## src/rtl/pcm_tdm_frame_dec.sv

```systemverilog
// PCM receive frame decoder.
// Shifts in a serial PCM stream (MSB first), locks onto the frame alignment
// word in slot 0 using a HUNT/PRESYNC/SYNC state machine, and emits each data
// slot as a parallel word tagged with its channel number once in SYNC.
module pcm_tdm_frame_dec #(
  parameter int                WORD_W   = 8,
  parameter int                CHANNELS = 4,
  parameter logic [WORD_W-1:0] FAS      = 8'h9B,
  parameter int                CONFIRM  = 2,
  parameter int                MISS_MAX = 3,
  localparam int               CH_W     = (CHANNELS > 1) ? $clog2(CHANNELS) : 1
) (
  input  logic              clk,
  input  logic              rst,
  input  logic              bit_en,
  input  logic              serial_in,
  output logic [WORD_W-1:0] data_out,
  output logic              data_valid,
  output logic [CH_W-1:0]   data_chan,
  output logic              frame_start,
  output logic              in_sync,
  output logic              sync_lost
);

  localparam int BIT_W  = $clog2(WORD_W);
  localparam int SLOT_W = $clog2(CHANNELS + 1);
  localparam int CONF_W = $clog2(CONFIRM + 1);
  localparam int MISS_W = $clog2(MISS_MAX + 1);

  localparam logic [BIT_W-1:0]  BIT_LAST  = BIT_W'(WORD_W - 1);
  localparam logic [SLOT_W-1:0] SLOT_LAST = SLOT_W'(CHANNELS);
  localparam logic [CONF_W-1:0] CONF_LAST = CONF_W'(CONFIRM - 1);
  localparam logic [MISS_W-1:0] MISS_LAST = MISS_W'(MISS_MAX - 1);

  typedef enum logic [1:0] {HUNT, PRESYNC, SYNC} state_t;

  state_t              state_q, state_d;
  logic [WORD_W-1:0]   shift_q, shift_d;
  logic [BIT_W-1:0]    bit_cnt_q, bit_cnt_d;
  logic [SLOT_W-1:0]   slot_q, slot_d;
  logic [CONF_W-1:0]   confirm_q, confirm_d;
  logic [MISS_W-1:0]   miss_q, miss_d;
  logic [WORD_W-1:0]   data_out_q, data_out_d;
  logic                data_valid_q, data_valid_d;
  logic [CH_W-1:0]     data_chan_q, data_chan_d;
  logic                frame_start_q, frame_start_d;
  logic                in_sync_q, in_sync_d;
  logic                sync_lost_q, sync_lost_d;

  // The word as it stands after shifting in the current bit.
  logic [WORD_W-1:0]   word_w;
  logic                fas_hit;
  logic                word_done;

  assign word_w    = {shift_q[WORD_W-2:0], serial_in};
  assign fas_hit   = (word_w == FAS);
  assign word_done = (bit_cnt_q == BIT_LAST);

  // Next-state logic: everything advances only on a consumed bit; pulses self-clear.
  always_comb begin
    state_d       = state_q;
    shift_d       = shift_q;
    bit_cnt_d     = bit_cnt_q;
    slot_d        = slot_q;
    confirm_d     = confirm_q;
    miss_d        = miss_q;
    data_out_d    = data_out_q;
    data_chan_d   = data_chan_q;
    data_valid_d  = 1'b0;
    frame_start_d = 1'b0;
    sync_lost_d   = 1'b0;

    if (bit_en) begin
      shift_d = word_w;
      if (state_q == HUNT) begin
        // Sliding search: the alignment word just ended, so the next bit opens slot 1.
        if (fas_hit) begin
          state_d   = PRESYNC;
          bit_cnt_d = '0;
          slot_d    = SLOT_W'(1);
          confirm_d = '0;
        end
      end else begin
        bit_cnt_d = word_done ? '0 : bit_cnt_q + BIT_W'(1);
        if (word_done) begin
          slot_d = (slot_q == SLOT_LAST) ? '0 : slot_q + SLOT_W'(1);
          if (slot_q == '0) begin
            if (state_q == PRESYNC) begin
              if (fas_hit) begin
                confirm_d = confirm_q + CONF_W'(1);
                if (confirm_q == CONF_LAST) begin
                  state_d = SYNC;
                  miss_d  = '0;
                end
              end else begin
                state_d   = HUNT;
                bit_cnt_d = '0;
                slot_d    = '0;
                confirm_d = '0;
                miss_d    = '0;
              end
            end else if (fas_hit) begin
              miss_d        = '0;
              frame_start_d = 1'b1;
            end else if (miss_q == MISS_LAST) begin
              state_d     = HUNT;
              sync_lost_d = 1'b1;
              bit_cnt_d   = '0;
              slot_d      = '0;
              confirm_d   = '0;
              miss_d      = '0;
            end else begin
              miss_d = miss_q + MISS_W'(1);
            end
          end else if (state_q == SYNC) begin
            data_out_d   = word_w;
            data_chan_d  = CH_W'(slot_q - SLOT_W'(1));
            data_valid_d = 1'b1;
          end
        end
      end
    end

    in_sync_d = (state_d == SYNC);
  end

  // State and registered outputs; reset aborts any partial word.
  always_ff @(posedge clk or posedge rst) begin
    if (rst) begin
      state_q       <= HUNT;
      shift_q       <= '0;
      bit_cnt_q     <= '0;
      slot_q        <= '0;
      confirm_q     <= '0;
      miss_q        <= '0;
      data_out_q    <= '0;
      data_valid_q  <= 1'b0;
      data_chan_q   <= '0;
      frame_start_q <= 1'b0;
      in_sync_q     <= 1'b0;
      sync_lost_q   <= 1'b0;
    end else begin
      state_q       <= state_d;
      shift_q       <= shift_d;
      bit_cnt_q     <= bit_cnt_d;
      slot_q        <= slot_d;
      confirm_q     <= confirm_d;
      miss_q        <= miss_d;
      data_out_q    <= data_out_d;
      data_valid_q  <= data_valid_d;
      data_chan_q   <= data_chan_d;
      frame_start_q <= frame_start_d;
      in_sync_q     <= in_sync_d;
      sync_lost_q   <= sync_lost_d;
    end
  end

  assign data_out    = data_out_q;
  assign data_valid  = data_valid_q;
  assign data_chan   = data_chan_q;
  assign frame_start = frame_start_q;
  assign in_sync     = in_sync_q;
  assign sync_lost   = sync_lost_q;

endmodule

```

## config.mk

```make
export PLATFORM = sky130hd
export DESIGN_NAME = pcm_tdm_frame_dec
export DESIGN_NICKNAME = d
export VERILOG_FILES = /design/src/rtl/pcm_tdm_frame_dec.sv
export SDC_FILE = /design/constraint.sdc
export NUM_CORES = 1
export LEC_CHECK = 0
export ABC_AREA = 1
export CAP_MARGIN = 20
export CELL_PAD_IN_SITES_DETAIL_PLACEMENT = 0
export CELL_PAD_IN_SITES_GLOBAL_PLACEMENT = 1
export CORE_MARGIN = 5
export CORE_UTILIZATION = 46
export DETAILED_ROUTE_END_ITERATION = 7
export DONT_BUFFER_PORTS = 1
export PLACE_DENSITY = 0.77
export REMOVE_ABC_BUFFERS = 1
export SYNTH_ARGS = -nofsm -noshare
export SYNTH_HDL_FRONTEND = slang
export SYNTH_SLANG_ARGS = --single-unit
```

## constraint.sdc

```tcl
create_clock -name clk -period 1.9 [get_ports clk]
set_input_delay 0.19 -clock clk [delete_from_list [all_inputs] [get_ports clk]]
set_output_delay 0.19 -clock clk [all_outputs]
set_load 0.01 [all_outputs]
```

==> results.toml <==
[status]
outcome = "finished clean"

[worst_setup_path]
endpoint = "data_chan[0]"
slowest_delay_ns = 0.44
crit_type = "flip-flop to flip-flop"
required_ns = 2.13
crit_fanout = 19
arrival_ns = 1.88
timing.rr.end = "data_chan[0]"
reg2reg_depth = 8
reg2reg_slack_ns = 0.25
path_cells = "inv_1, ha_1, nand2_1, inv_1, nor4_4, inv_4, nand2_1, o21ai_2"
startpoint = "slot_q[0]"
critPathLaunchType = "flip-flop"
r2r-start = "slot_q[0]"
path_buf_inv = 3
critPathSlowestCell = "dfrtp_1"
critPathTopFamily = "simple AND/OR/NAND/NOR gates"
crit_path_end_kind = "flip-flop"
critical_path_depth = 8

[floorplan]
die_area_sq_um = 4793
ios = 18
die_w_um = 69.24
die_y_um = 69.24
start_util_pct = 47.99
core_sq_um = 3363
rows = 21

[clock_tree]
cts_num_sinks = 33
cts_max_path_buffers = 2
cts_tree = "yes"
post-cts-setup-buffers = 0
clk_latency_ns = 0.34
cts_buffers = 5
cts-root-buf = "clkbuf_4"
path_clk_slew_ns = 0.11
htree_levels = 2

[synthesis]
synth_common_cells = "nand2_1 (55), dfrtp_1 (33), inv_1 (25)"
ys_seq_area_share_pct = 51.16
synthCells = 188
synth_xor_area_share_pct = 0
synthTopCellsByArea = "dfrtp_1 (51%), nand2_1 (13%), inv_1 (5.8%), o21ai_2 (4.9%), o21ai_0 (4.0%)"
yosys.area.top_type_share_pct = 51.16
yosysWarningCount = 0
synth_area_per_cell_sq_um = 8.585
synth_top_family_by_area = "simple AND/OR/NAND/NOR gates"
synth_simple_gate_area_share_pct = 24.11
ys_ff_latch = 33
synth_compound_area_share_pct = 12.09
ys.flop_type = "dfrtp_1"
netlist_area_sq_um = 1614
yosysTopAreaCell = "dfrtp_1"
synth_edf_count = 0
synth.most_common_cell = "nand2_1"
synth_adder_area_share_pct = 3.876
yosysUniqueCellTypes = 24
synthMuxAreaShare_pct = 0
async_flop_share_pct = 100.0

[global_route]
grt_use_total_pct = 14.94
grt_max_degree = 22
grt_pass1_wl_um = 5713
antenna_found_initial = 0
grt-ovfl-total = 0
first_global_vias = 1293

[timing]
maxSlewViolCount = 0
skew_ns = 0.01356
holdWs_ns = 0.02074
tightest_slew_ns = 0.5480
timing.final.crit_period_ns = 1.650
setup_tns_ns = 0
setup_violations = 0
hold_viol = 0
grt_setup_unrepaired = "false"
finalCritPeriodShare_pct = 86.85
fmax_ghz = 0.6060
relSlewSlack_pct = 63.42
final.setup.worst_slack_ns = 0.2498

[power_and_ir_drop]
p_per_area_nw_per_um2 = 944.1
switchingPower_mw = 0.4957
p_clk_share_pct = 32.9
combPwrFrac_pct = 17.4
power_mw = 1.687
intPower_mw = 1.191
power_leakage_nw = 0.8381
switching_share_pct = 29.39
p_seq_share_pct = 49.7
vdd_drop_max_v = 0.0004821

[layout]
fillerInstances = 349
areaGrowthSynthToFinish_pct = 10.70
fin_cells = 243
final_area_sq_um = 1787
finalNetCount = 205
seqCellArea_sq_um = 825.8
antennaDiodeCount = 0
fin_util_pct = 53.13
multi_input_area_sq_um = 646.9
drive_gt1_share_pct = 15.23

[place]
detailed_place_hpwl_um = 2376
dp_cells = 232
dpl-instance-area_sq_um = 1669
gp_congestion = 0.7657
dp_slack_ns = 0.2198
port_buffers = 0

[routing]
vias = 1179
ant_nets = 0
route.detailed.drc = 0
wl_per_cell_um = 12.92
drt_iter0_drc = 70
post_drt_via_cell_ratio = 4.852
drtPass1Iterations = 4
routed_wl_um = 3139

[flow_run]
cap_violations = 0

[worst_hold_path]
hold_path.class = "primary input to flip-flop"
==> layer usage <==
metal	vias up	track usage [%]	wire length, um
met4	0	4.555	49
li1	606	-	-
met5	-	0	0
met2	29	25.64	1527
met3	5	6.522	182
met1	539	16.65	1379
==> cells by family (layout without fill, tap and decap cells) <==
family,Yosys count,count (layout)
buffers and inverters,34,43
AND/OR/NAND/NOR,86,86
adder cells (fa/ha/maj),5,5
AO/OA/AOI/OAI,30,30
flip-flops,33,33
==> placed cells by master (no fill, tap or decap), types with 4 or more instances in the layout <==
master	instances
clkbuf_4	5
dfrtp_1	33
ha_1	5
inv_1	25
inv_2	4
nand2_1	55
nand3_1	8
nor2_1	10
o21ai_0	13
o21ai_1	4
o21ai_2	9
==> flip-flops by register name (all words and copies together), names as in the netlist, 2 cells and up <==
name	count
slot_q	3
bit_cnt_q	3
confirm_q	2
state_q	2
miss_q	2
shift_q	7
data_chan	2
data_out	8
==> final cells by class <==
type,count,area share [%]
Inverter,31,6.793
Sequential cell,33,46.22
Clock buffer,7,3.081
Timing Repair Buffer,4,2.801
Multi-Input combinational cell,121,36.20
Clock inverter,1,1.681
Tap cell,46,3.221
==> worst min-delay path by stage <==
stage	start	slack (ns)	cells past startpoint	end
after detailed placement	rst	0.17	1	data_chan[0]
after CTS	bit_en	0.01	2	bit_cnt_q[1]
after global placement	rst	0.15	1	data_chan[0]
after global routing	bit_en	0.03	2	bit_cnt_q[2]
final	bit_en	0.02	2	bit_cnt_q[1]
after floorplan	bit_en	0.30	1	shift_q[4]
==> power by group through the flow <==
stage                     Combinational [mW]  Sequential, mW  Clock, mW
after floorplan                        0.230           0.837          0
after global placement                 0.275           0.849          0
after detailed placement               0.285           0.853          0
after CTS                              0.298           0.840      0.571
after global routing                   0.347           0.851      0.602
final                                  0.293           0.839      0.555
==> what timing repair did <==
item / 4_1_cts / 5_1_grt
hold buffers: 3 / 0
endpoints found under the hold margin: 20 / 0
gates resized for setup: 0 / 2
setup endpoints to repair: 0 / 3
(Power assumes the default switching activity.)
